File: src/rtl/mem_pkg.sv
// Shared widths and enum types for the memory responder and its storage array.
package mem_pkg;
  localparam int MEM_ADDR_W = 5;
  localparam int MEM_DATA_W = 8;
  localparam int CNT_W      = 4;

  typedef enum logic [1:0] {IDLE, BUSY, DONE} state_t;
  typedef enum logic {OP_READ, OP_WRITE} op_t;
endpackage

File: src/rtl/mem_array.sv
// Byte storage with synchronous write, combinational read and asynchronous clear.
module mem_array
  import mem_pkg::*;
#(
  parameter int ADDR_W = MEM_ADDR_W,
  parameter int DATA_W = MEM_DATA_W
) (
  input  logic              clk,
  input  logic              rst_n,
  input  logic              we,
  input  logic [ADDR_W-1:0] waddr,
  input  logic [ADDR_W-1:0] raddr,
  input  logic [DATA_W-1:0] wdata,
  output logic [DATA_W-1:0] rdata
);
  localparam int unsigned DEPTH = 2 ** ADDR_W;

  logic [DATA_W-1:0] mem [DEPTH];

  always_ff @(posedge clk or negedge rst_n) begin
    if (!rst_n) begin
      for (int unsigned i = 0; i < DEPTH; i++) mem[i] <= '0;
    end else if (we) begin
      mem[waddr] <= wdata;
    end
  end

  assign rdata = mem[raddr];
endmodule

File: src/rtl/mem_responder.sv
// Request/ready memory responder: latches a request, waits WAIT_CYCLES, then
// commits the write or captures read data and pulses ready for one cycle.
module mem_responder
  import mem_pkg::*;
#(
  parameter int ADDR_W      = MEM_ADDR_W,
  parameter int DATA_W      = MEM_DATA_W,
  parameter int WAIT_CYCLES = 2
) (
  input  logic              clk,
  input  logic              rst_n,
  input  logic              read,
  input  logic              write,
  input  logic [ADDR_W-1:0] addr,
  input  logic [DATA_W-1:0] data_in,
  output logic [DATA_W-1:0] data_out,
  output logic              ready,
  output logic              busy,
  output logic              err
);
  localparam logic [CNT_W-1:0] WAIT_INIT = CNT_W'(WAIT_CYCLES);

  state_t            state;
  op_t               op_q;
  logic [CNT_W-1:0]  cnt;
  logic [ADDR_W-1:0] addr_q;
  logic [DATA_W-1:0] data_q;
  logic [DATA_W-1:0] rdata;
  logic              we;

  // The array write lands on the same edge that raises ready.
  assign we   = (state == BUSY) && (cnt == '0) && (op_q == OP_WRITE);
  assign busy = (state != IDLE);

  mem_array #(
    .ADDR_W(ADDR_W),
    .DATA_W(DATA_W)
  ) u_array (
    .clk  (clk),
    .rst_n(rst_n),
    .we   (we),
    .waddr(addr_q),
    .raddr(addr_q),
    .wdata(data_q),
    .rdata(rdata)
  );

  always_ff @(posedge clk or negedge rst_n) begin
    if (!rst_n) begin
      state    <= IDLE;
      op_q     <= OP_READ;
      cnt      <= '0;
      addr_q   <= '0;
      data_q   <= '0;
      data_out <= '0;
      ready    <= 1'b0;
      err      <= 1'b0;
    end else begin
      ready <= 1'b0;
      err   <= 1'b0;
      case (state)
        IDLE: begin
          if (read ^ write) begin
            addr_q <= addr;
            data_q <= data_in;
            op_q   <= write ? OP_WRITE : OP_READ;
            cnt    <= WAIT_INIT;
            state  <= BUSY;
          end else if (read && write) begin
            err <= 1'b1;
          end
        end
        BUSY: begin
          if (cnt != '0) begin
            cnt <= cnt - 1'b1;
          end else begin
            if (op_q == OP_READ) data_out <= rdata;
            ready <= 1'b1;
            state <= DONE;
          end
        end
        DONE: state <= IDLE;
        default: state <= IDLE;
      endcase
    end
  end
endmodule

File: config.mk
export PLATFORM = sky130hd
export DESIGN_NAME = mem_responder
export DESIGN_NICKNAME = d
export VERILOG_FILES = /design/src/rtl/mem_pkg.sv /design/src/rtl/mem_array.sv /design/src/rtl/mem_responder.sv
export SDC_FILE = /design/constraint.sdc
export NUM_CORES = 1
export LEC_CHECK = 0
export CAP_MARGIN = 5
export CORE_ASPECT_RATIO = 0.5
export CORE_UTILIZATION = 30
export DETAILED_ROUTE_END_ITERATION = 10
export DONT_BUFFER_PORTS = 1
export SETUP_SLACK_MARGIN = 0.05
export SLEW_MARGIN = 20
export SYNTH_ARGS = -nofsm -noshare
export SYNTH_HDL_FRONTEND = slang
export SYNTH_SLANG_ARGS = --single-unit
File: constraint.sdc
create_clock -name clk -period 2.51 [get_ports clk]
set_input_delay 0.3765 -clock clk [delete_from_list [all_inputs] [get_ports clk]]
set_output_delay 0.3765 -clock clk [all_outputs]
set_load 0.005 [all_outputs]
# [Yosys cells after proc, flatten, opt, wreduce, memory -nomap -nowiden]
# Cells that the tools add are included.
[totals] reg_bits=286 input_bits=17 output_inout_bits=11 elab_cells=82
[op_classes] add_sub_neg=1 order_cmp=2 eq_ne=4 n_mux=18 bitwise=4 n_reduce_logical=13
[ops] op="$bwmux W256" n=1
[ops] op="$bmux W8 S5" n=1
[ops] op="$demux W8 S5" n=1
[ops] op="$mux W8" n=3
[ops] op="$mux W4" n=2
[ops] op="$pmux W4 S2" n=1
[ops] op="$ge A6 B6 Y1 const B" n=1
[ops] op="$lt A6 B1 Y1 const B" n=1
[ops] op="$mux W1" n=6
[ops] op="$not A5 Y6" n=1
[ops] op="$reduce_and A3 Y1" n=2
[ops] op="$logic_and A1 B1 Y1" n=4
[ops] op="$logic_not A4 Y1" n=1
[ops] op="$mux W2" n=2
[ops] op="$ne A2 B2 Y1 const B" n=2
[ops] op="$pmux W2 S2" n=1
[ops] op="$reduce_and A2 Y1" n=2
[ops] op="$reduce_bool A2 Y1" n=2
[ops] op="$reduce_bool A4 Y1" n=1
[ops] op="$sub A4 B1 Y4 const B" n=1
[ops] op="$eq A2 B1 Y1 const B" n=1
[ops] op="$logic_not A2 Y1" n=1
[ops] op="$ne A2 B1 Y1 const B" n=1
[ops] op="$not A1 Y1" n=2
[ops] op="$xor A1 B1 Y1" n=1

# [Depth between registers and ports, before layout]
# Gate-level depths: netlist (run 1).
[depth] ltp_word=6 ltp_mapped=9 mapped_depth_nobuf=7

# [Cells and area by module]
# From an unflattened synthesis (run 1), not the netlist that was laid out.
[unflattened] cells_unflattened=784 hier_area_um2=12922.4
[modules_own_cells] module="mem_array" instances=1 cells_each=699 area_per_inst_um2=11667.4
[modules_own_cells] module="mem_responder" instances=1 cells_each=85 area_per_inst_um2=1255.0

# [Worst setup path after synthesis (run 1)]
# No wires, ideal clock.
[synth_path] kind="register to register" startpoint="register cnt[0]" endpoint="register u_array.mem[24] (netlist name)" setup_ps=125 arrival_ps=1899 slack_ps=486 stages_incl_launch_ff=9 synth_period_minus_slack_ps=2024 cell_sequence="dfrtp_1 inv_1 ha_1 nor3b_2 and3_1 buf_4 nand2_2 nor2_2 mux2_2"
[synth_via] elab_chain_len=3
[synth_rtl] item="start, declared" line_no="mem_responder.sv:25" text="logic [CNT_W-1:0] cnt;"
[synth_rtl] item="start signal, assigned" line_no="mem_responder.sv:75" text="cnt <= cnt - 1'b1;"
[synth_rtl] item="$logic_not A4 Y1" line_no="mem_responder.sv:32" text="assign we = (state == BUSY) && (cnt == '0) && (op_q == OP_WRITE);"
[synth_rtl] item="$logic_and A1 B1 Y1 (2 in a row)" line_no="mem_responder.sv:32"
[synth_rtl] item="end signal, assigned by index" line_no="mem_array.sv:24" text="mem[waddr] <= wdata;"
[synth_rtl] item="end, declared" line_no="mem_array.sv:18" text="logic [DATA_W-1:0] mem [DEPTH];"
# Every way passes these cells.
# A chain may end at the register's enable or synchronous reset.

# [Worst setup path in the final report (run 1)]
[layout_path] startpoint="register addr_q[0]" endpoint="register data_out[5]"
[layout_via] elab_chain_len=4
[layout_rtl] item="start, declared" line_no="mem_responder.sv:26" text="logic [ADDR_W-1:0] addr_q;"
[layout_rtl] item="start signal, assigned" line_no="mem_responder.sv:64" text="addr_q <= addr;"
[layout_rtl] item="$not A5 Y6 (implied by the code)" line_no="mem_array.sv:28" text="assign rdata = mem[raddr];"
[layout_rtl] item="$bmux W8 S5" line_no="mem_array.sv:28"
[layout_rtl] item="$mux W8 (implied by the code) (2 in a row)" line_no="mem_array.sv:28"
[layout_rtl] item="end signal, assigned" line_no="mem_responder.sv:77" text="if (op_q == OP_READ) data_out <= rdata;"
[layout_rtl] item="end, declared" line_no="mem_responder.sv:16" text="output logic [DATA_W-1:0] data_out,"
# Every way passes these cells. The select of a mux whose other input is x is not followed.

==> metrics.csv, run 1 <==
metric,value,unit
Slew Limit Fails,0,
failing checks,hold timing,
Slew headroom,0.444,
syn avg cell area,14.4,um^2
Worst-Margin Slew,0.828,ns
power density cells,941,mW/mm^2
Synth cell types,57,
initial core utilization,0.309,
Buffers on Ports,0,
design area,0.0153,mm^2
Setup-failing EPs final,0,
Final GP Congestion,0.816,
largest area contributor in the netlist,dfrtp_1,
"Req. time, crit path",2.92,ns
Final TNS setup,0,ns
asr flop ratio synth,1.00,
FF-to-FF End,data_out[5],
most frequent cell after synthesis,dfrtp_1,
Rows,53,
Yosys top cell area share,0.543,
Crit Path Max Fanout,38,
Reg2Reg Launch Point,addr_q[0],
Commonest cells post-synth,"286 x dfrtp_1, 255 x mux2_2, 53 x nand2_1, 48 x mux2i_1, 40 x mux4_2",
die area,0.0448,mm^2
DR vias,7782,
total clock sinks,286,
WL final,31.6,mm
Wirelength per Cell,20.3,um
sequential element share of the synthesized area,0.543,
"Area growth, synth to finish",16.2,%
Worst setup SP type,flip-flop,
reg2reg setup slack,0.15,ns
Reg2Reg Depth,6,
CTS Buf Count,30,
CTS tree,yes,
TritonRoute pass-1 iters,5,
vias in the first global route,8127,
CP arrival,2.77,ns
vias per cell,5.00,
Longest Clk Path Bufs,3,
"Clk Latency, worst-skew pair",0.56,ns
Critical Path End,data_out[5],
Max Cap Violations,0,
Starting DRT DRC Count,554,
first-pass GRT wire length,49.6,mm
"Hold Vio Cnt, Final",286,
Setup CP Type,reg2reg,
Clock H-tree levels,1,
worst clock skew,0.0215,ns
Clock Tree Root,clkbuf_16,
mapped cell area,0.0132,mm^2
total grt overflow,0,
final net count,974,
Setup crit end kind,flip-flop,
number of antenna violations at the first check in global routing,0,
leak pwr,7.01,nW
drt drc,0,
Die H,150,um
"Top FF cell, synth",dfrtp_1,
ant diodes,0,
Min Hold Slack,-0.475,ns
final period utilization,0.941,
Core Box Area,0.0426,mm^2
top area cells in the synthesized netlist,"dfrtp_1 54%, mux2_2 22%, mux4_2 6.8%",
unrepaired setup endpoints after global routing,false,
Final min period,2.36,ns
Antenna Nets Post-Route,0,
post-synth net total,932,
layout cells sized above 1,0.452,
final cell count without fillers,1555,
placed insts,1475,
pin count of the biggest net entering global routing,287,
clk slew on worst S/H paths,0.06,ns
Post-DP HPWL,20.2,mm
Tot GR Track Use,0.143,
Post-synth EDFFs,0,
#FFs+latches synth,286,
Die Wd,298,um
Peak supply drop,0.417,mV
Worst Hold Class,in2async,
status,"complete, but fails checks",
synthesized instance count,912,
Hold Buf Count CTS,14,
Setup crit start,addr_q[0],
Top Ports,28,
Yosys Warn Count,0,
fmax,424,MHz
placed instance area,0.0140,mm^2
critical path: stages, from the launching register on:
cell	delay (ns)
dfrtp_4	0.48
buf_12	0.28
mux4_2	0.58
nand3_1	0.10
o21ai_1	0.07
a2111oi_1	0.50
a31oi_1	0.15
how the worst min path moves through the flow:
stage	endpoint	startpoint
6_report	u_array.mem[236]	rst_n
5_1_grt	u_array.mem[236]	rst_n
4_1_cts	err	rst_n
3_5_place_dp	u_array.mem[236]	rst_n
3_3_place_gp	u_array.mem[252]	rst_n
2_1_floorplan	addr_q[0]	rst_n
flip-flops by register name (all words and copies together), names as in the netlist:
name,cells
u_array.mem,256
data_out,8
data_q,8
addr_q,5
cnt,4
state,2
err,1
op_q,1
ready,1
metal layers:
layer	routed length, um	GRT usage	vias to the layer above
met5	0	0	-
met4	644	0.0349	0
met3	1350	0.0258	45
met2	14900	0.232	138
met1	14700	0.198	4167
li1	-	-	3432
layout make-up:
cell class	count	area [um^2]
fillers	4028	27300
flip-flops and latches	286	7160
clock buffers	51	950
multi-input cells	558	5670
well taps	577	722
clock inverters	5	67.6
inverters	5	18.8
repair buffers	73	721
timing repair:
| action | 4_1_cts | 5_1_grt |
|---|---|---|
| setup endpoints to repair | 8 | 254 |
| setup buffers | 1 | 9 |
| pin swaps | 1 | 15 |
| resized for setup | 0 | 2 |
| endpoints found under the hold margin | 300 | 286 |
kinds of logic (layout without fill, tap and decap cells):
family                   Yosys count  count (layout)  synth area share
XOR/XNOR                           2               2           0.00133
multiplexers                     344             344             0.324
buffers and inverters             68             134            0.0269
AND/OR/NAND/NOR                  154             154            0.0739
AO/OA/AOI/OAI                     55              55            0.0282
flip-flops                       286             286             0.543
adder cells (fa/ha/maj)            3               3           0.00285
through the flow:
step / worst slack (ns) / power, mW / utilization
after floorplan: 0.486 / 8.61 / -
final: 0.149 / 14.4 / 0.359
after CTS: 0.0507 / 14.5 / 0.355
after detailed placement: 0.0844 / 9.97 / 0.328
after global routing: 0.0563 / 15.1 / 0.359
after global placement: 0.0961 / 9.88 / 0.328
placed cells by master (no fill, tap or decap), drive strengths merged, types with 2 or more instances in the layout:
cell type,instances
dfrtp,286
mux2,256
buf,59
nand2,54
clkbuf,51
mux2i,48
nor2,47
mux4,40
o22ai,19
dlygate4sd3,14
nand3,11
a22oi,6
a21oi,6
inv,6
o21ai,6
nor2b,5
nor4,5
and2,4
a22o,4
a31oi,4
and3,4
nor3,3
nand4,3
a41oi,3
ha,3
clkinv,3
nand3b,2
nand2b,2
nand4b,2
nand4bb,2
nor3b,2
or3b,2
power breakdown:
group	switching (mW)	internal [mW]	leakage [nW]	total, mW
Combinational	2.42	1.66	2.57	4.07
Sequential	0.554	5.31	3.94	5.86
Clock	1.81	2.67	0.501	4.47
Total	4.78	9.63	7.01	14.4
Note: power is estimated with default switching activity, not from simulation.
==> inputs of run 2 (changes only) <==
Clock period 2.51 ns to 2.3 ns, I/O delays scaled along.
==> run 2 against run 1 <==
Net effect:
- the run still ends with hold timing left
- cell area rose by 4.6%
- register-to-register slack got worse by 0.05 ns
- critical path type unchanged
- power rose by 15%
- sequential share of layout area fell by 2.0 points
- final cell count rose by 1.8%
- non-clock buffer count rose by 29
- count of clock-buffer cells in the layout fell by 4
- largest power group unchanged
- via count rose by 1.3%
- critical path depth rose by 3
- sequential power rose by 10%
==> metrics.csv, run 2 (same netlist as run 1, synthesis figures left out) <==
metric,value,unit,change
status,"complete, but fails checks",,
failing checks,hold timing,,
crit-path max cell delay,0.40,ns,-0.18 ns
initial core utilization,0.309,,unchanged
clk slew on worst S/H paths,0.06,ns,about the same
Clock Tree Root,clkbuf_16,,
family with the most delay on the worst path,simple AND/OR/NAND/NOR gates,,
Slew Limit Fails,0,,unchanged
Peak supply drop,0.515,mV,+24%
Max Cap Violations,0,,unchanged
power density cells,1030,mW/mm^2,+9.6%
vias per cell,4.98,,-0.44%
Core Box Area,0.0426,mm^2,unchanged
Die Wd,298,um,unchanged
Wirelength per Cell,20.8,um,+2.2%
die area,0.0448,mm^2,unchanged
ant diodes,0,,unchanged
Worst setup SP type,flip-flop,,
Setup CP Type,reg2reg,,
Worst-Margin Slew,0.709,ns,-0.119 ns
Starting DRT DRC Count,525,,-5.2%
first-pass GRT wire length,52.3,mm,+5.5%
Slew headroom,0.527,,+0.0834
Hold Buf Count CTS,14,,unchanged
Final min period,2.20,ns,-0.160 ns
design area,0.0160,mm^2,+4.6%
Top Ports,28,,unchanged
"leading cell type in the layout, fill and taps excluded",dfrtp_1,,
CTS tree,yes,,
Post-DP HPWL,21.1,mm,+4.4%
"Area growth, synth to finish",21.6,%,
placed instance area,0.0143,mm^2,+2.7%
Longest Clk Path Bufs,3,,unchanged
Tot GR Track Use,0.151,,+0.00804
most frequent cells in the layout,"282 x dfrtp_1, 250 x mux2_2, 53 x nand2_1, 53 x buf_4, 47 x mux2i_1",,
layout cells sized above 1,0.487,,+0.0351
DR vias,7887,,+1.3%
Min Hold Slack,-0.500,ns,-0.0253 ns
Largest register FFs,256,,unchanged
number of antenna violations at the first check in global routing,1,,+1
unrepaired setup endpoints after global routing,true,,
Setup-failing EPs final,0,,unchanged
Worst path slowest cell,dfrtp_1,,
Die H,150,um,unchanged
worst clock skew,0.0203,ns,-0.00123 ns
Clock H-tree levels,1,,unchanged
Buffers on Ports,0,,unchanged
TritonRoute pass-1 iters,4,,-1
CP cell instances,inv_2 > ha_4 > nor3b_4 > and3_4 > buf_6 > nand3_4 > buf_12 > nor2_4 > mux2_2,,
Reg with most FFs,u_array.mem,,
Worst Hold Class,in2async,,
fmax,454,MHz,+7.3%
drt drc,0,,unchanged
final period utilization,0.957,,+0.0162
Final Util,0.376,,+0.0166
Largest regs,"u_array.mem x256, data_out x8, data_q x8",,
leak pwr,7.31,nW,+4.3%
CP arrival,2.63,ns,-0.14 ns
"Clk Latency, worst-skew pair",0.55,ns,about the same
Rows,53,,unchanged
pin count of the biggest net entering global routing,287,,unchanged
final net count,1003,,+3.0%
CTS Buf Count,30,,unchanged
Crit Path Max Fanout,8,,-79%
vias in the first global route,8573,,+5.5%
total grt overflow,0,,unchanged
total clock sinks,286,,unchanged
"Hold Vio Cnt, Final",286,,unchanged
"Req. time, crit path",2.73,ns,-0.19 ns
crit path buf inv count,3,,+2
WL final,32.9,mm,+4.0%
Setup crit end kind,flip-flop,,
Final GP Congestion,0.781,,-4.3%
Antenna Nets Post-Route,0,,unchanged
-- run 2: cell count changes in the layout (fill, tap and decap cells not counted), sizes merged --
cell    previous run  this run
buf               59        87
clkinv             3         6
inv                6         5
bufinv             1         2
bufbuf             0         1
clkbuf            51        47
-- run 2: cell type report --
| cell class | instances | area (um^2) |
|---|---|---|
| clock inverter | 8 | 90.1 |
| multi-input combinational | 558 | 5840 |
| sequential | 286 | 7160 |
| fill | 3962 | 26600 |
| inverter | 5 | 18.8 |
| timing repair buffer | 102 | 1250 |
| clock buffer | 47 | 936 |
| tap | 577 | 722 |
-- run 2: per-stage QoR --
| step | power (mW) | worst slack [ns] | cells | TNS, ns |
|---|---|---|---|---|
| 6_report | 16.5 | 0.0992 | 1583 | 0 |
| 5_1_grt | 17.3 | -0.00812 | 1583 | -0.0193 |
| 4_1_cts | 16.4 | 0.0182 | 1566 | 0 |
| 3_5_place_dp | 11.2 | -0.355 | 1491 | -1.57 |
| 3_3_place_gp | 11.1 | -0.345 | 1491 | -1.65 |
| 2_1_floorplan | 9.40 | 0.276 | 912 | 0 |
-- run 2: power by group --
group	internal [mW]	total [mW]	leakage [nW]	switching [mW]
Clock	3.00	4.96	0.513	1.97
Sequential	5.79	6.47	3.93	0.674
Combinational	2.29	5.08	2.86	2.79
Total	11.1	16.5	7.31	5.43
-- run 2: per-layer routing --
layer / share of wire / global-route usage / wire [um]
met5: 0.00033 / 0 / 11
met4: 0.022 / 0.0385 / 726
met3: 0.032 / 0.0195 / 1050
met2: 0.49 / 0.258 / 16000
met1: 0.46 / 0.204 / 15100
-- run 2: final timing paths --
check / startpoint / endpoint / slack (ns) / cells past startpoint
worst max-delay path: cnt[0] / u_array.mem[199] / 0.1 / 9
worst min-delay path: rst_n / u_array.mem[246] / -0.50 / 0
worst max register to register: cnt[0] / u_array.mem[199] / 0.1 / 9
worst min register to register: u_array.mem[18] / u_array.mem[18] / 0.49 / 1
max in group asynchronous: rst_n / u_array.mem[98] / 2.40 / 0
min in group clk: write / err / 0.05 / 2
-- run 2: repair_timing --
action | 4_1_cts | 5_1_grt
gates cloned | 1 | 0
setup buffers | 5 | 17
resized for setup | 13 | 21
endpoints found under the hold margin | 300 | 286
setup endpoints to repair | 81 | 261
pin swaps | 7 | 15
==> inputs of run 3 (changes only) <==
Clock period 2.3 ns to 2.85 ns, I/O delays scaled along.
==> run 3 against run 2 <==
Net effect:
- the run still ends with hold timing left
- combinational power decreased by 35%
- fmax shrank 17%
- clock skew fell by 0.0051 ns
- via count decreased by 3.6%
- critical path depth is 2 lower
- cell area decreased by 6.3%
- sequential share of layout area is 3.0 points higher
- global-route usage down 0.71 points
- sequential power decreased by 18%
- critical endpoint is now u_array.mem[61]
==> metrics.csv, run 3 (same netlist as run 1, synthesis figures left out) <==
metric,value,unit,change
FF-to-FF End,u_array.mem[61],,
final net count,947,,-5.6%
most frequent cells in the layout,"284 x dfrtp_1, 255 x mux2_2, 53 x nand2_1",,
Register Area,0.00716,mm^2,about the same
total grt overflow,0,,unchanged
worst clock skew,0.0151,ns,-0.00513 ns
Clk pwr share,0.325,,+0.025
Reg2Reg Launch Point,cnt[0],,
"Hold Vio Cnt, Final",286,,unchanged
switching power share of the total,0.329,,+0.000558
Worst-Margin Slew,1.05,ns,+0.337 ns
Sequential Power Share,0.415,,+0.023
TritonRoute pass-1 iters,4,,unchanged
Fillers,4018,,+1.4%
CTS tree,yes,,
pin count of the biggest net entering global routing,287,,unchanged
Die H,150,um,unchanged
Final TNS setup,0,ns,unchanged
Final GP Congestion,0.792,,+1.4%
placed insts,1462,,-1.9%
Final Util,0.352,,-0.0237
Wirelength per Cell,20.6,um,-1.0%
Core Box Area,0.0426,mm^2,unchanged
Longest Clk Path Bufs,3,,unchanged
Rows,53,,unchanged
vias per cell,4.98,,about the same
Starting DRT DRC Count,418,,-20%
total clock sinks,286,,unchanged
design area,0.0150,mm^2,-6.3%
Clock H-tree levels,1,,unchanged
first-pass GRT wire length,50.0,mm,-4.4%
DR vias,7603,,-3.6%
Setup crit start,cnt[0],,
Int Pwr,8.58,mW,-23%
power density cells,853,mW/mm^2,-17%
Clock Tree Root,clkbuf_16,,
Slew Limit Fails,0,,unchanged
Final min period,2.64,ns,+0.438 ns
CTS Buf Count,29,,-3.3%
ant diodes,0,,unchanged
cts repair resizes,0,,-13
met2 WL,15.2,mm,-5.0%
Slew headroom,0.303,,-0.225
Setup-failing EPs final,0,,unchanged
Pwr Total,12.8,mW,-23%
final period utilization,0.926,,-0.0308
Reg2Reg Depth,7,,-2
Psw,4.21,mW,-22%
clk slew on worst S/H paths,0.07,ns,about the same
Largest regs,"u_array.mem x256, data_out x8, data_q x8",,
vias in the first global route,8261,,-3.6%
die area,0.0448,mm^2,unchanged
Setup CP Type,reg2reg,,
number of antenna violations at the first check in global routing,0,,-1
reg2reg setup slack,0.21,ns,+0.11 ns
Buffers on Ports,0,,unchanged
"Req. time, crit path",3.29,ns,+0.56 ns
post-CTS setup buffers,0,,-5
unrepaired setup endpoints after global routing,false,,
Comb power frac,0.260,,-0.048
Antenna Nets Post-Route,0,,unchanged
final cell count without fillers,1526,,-3.6%
"leading cell type in the layout, fill and taps excluded",dfrtp_1,,
layout cells sized above 1,0.444,,-0.0435
Top Metal Used,met4,,
Hold Buf Count CTS,11,,-3
placed instance area,0.0138,mm^2,-3.5%
initial core utilization,0.309,,unchanged
Tot GR Track Use,0.144,,-0.00710
WL final,31.4,mm,-4.6%
met3 WL post-DR,870,um,-17%
Crit Path Max Fanout,8,,unchanged
Setup crit end kind,flip-flop,,
CP arrival,3.08,ns,+0.45 ns
Post-DP HPWL,20.5,mm,-2.9%
"Area growth, synth to finish",13.9,%,
Largest register FFs,256,,unchanged
multi-input logic area,0.00566,mm^2,-2.9%
Worst Hold Class,in2async,,
Worst setup SP type,flip-flop,,
Min Hold Slack,-0.422,ns,+0.0779 ns
drt drc,0,,unchanged
status,"complete, but fails checks",,
Peak supply drop,0.310,mV,-40%
Top Ports,28,,unchanged
failing checks,hold timing,,
routed metal-1 wirelength,14.6,mm,-3.3%
Max Cap Violations,0,,unchanged
"Clk Latency, worst-skew pair",0.55,ns,about the same
leak pwr,6.84,nW,-6.4%
fmax,379,MHz,-17%
Die Wd,298,um,unchanged
Reg with most FFs,u_array.mem,,
[run 3: cell types whose count changed in the layout (fill, tap and decap cells not counted), moves of 3 or more]
cell and change:
mux2_4 -5, clkbuf_1 -3, buf_4 -17, mux2_2 +5, bufinv_16 +3, nor4_4 -4, nor4_1 +4, dlygate4sd3_1 -3
buf_12 -32
[run 3: routing by layer]
layer | vias up | global-route usage
li1 | 3363 | -
met1 | 4087 | 0.192
met2 | 110 | 0.247
met3 | 43 | 0.0188
met4 | 0 | 0.0382
met5 | - | 0
[run 3: how the worst max path moves through the flow]
stage	endpoint	slack, ns	cells past startpoint
floorplan	u_array.mem[24]	0.83	8
global placement	u_array.mem[61]	0.32	7
detailed placement	u_array.mem[61]	0.20	7
CTS	u_array.mem[61]	0.19	7
global route	u_array.mem[127]	0.12	7
finish	u_array.mem[61]	0.21	7
[run 3: power groups by stage]
stage	Clock (mW)	Sequential, mW	Combinational, mW
global route	4.39	5.40	3.59
detailed placement	0	5.39	3.30
floorplan	0	5.00	2.58
global placement	0	5.36	3.23
finish	4.16	5.31	3.32
CTS	4.23	5.32	3.32
[run 3: cell type report]
cell class              count  share of cell area
flip-flops and latches    286               0.477
clock inverters            12              0.0131
inverters                   5             0.00125
clock buffers              41              0.0574
multi-input cells         558               0.378
repair buffers             47              0.0254
well taps                 577              0.0481
[run 3: per-stage QoR]
stage | setup slack, ns | hold WS (ns)
6_report | 0.211 | -0.422
5_1_grt | 0.124 | -0.442
4_1_cts | 0.186 | -0.441
3_5_place_dp | 0.199 | 0.143
3_3_place_gp | 0.320 | 0.144
2_1_floorplan | 0.826 | 0.132
[run 3: worst max-delay path, stage by stage (launching register included)]
cell     delay [ns]
dfrtp_1        0.41
inv_1          0.10
ha_1           0.18
nor3b_2        0.21
and3_1         0.37
nand2_2        0.33
nor2_2         0.53
mux2_2         0.40
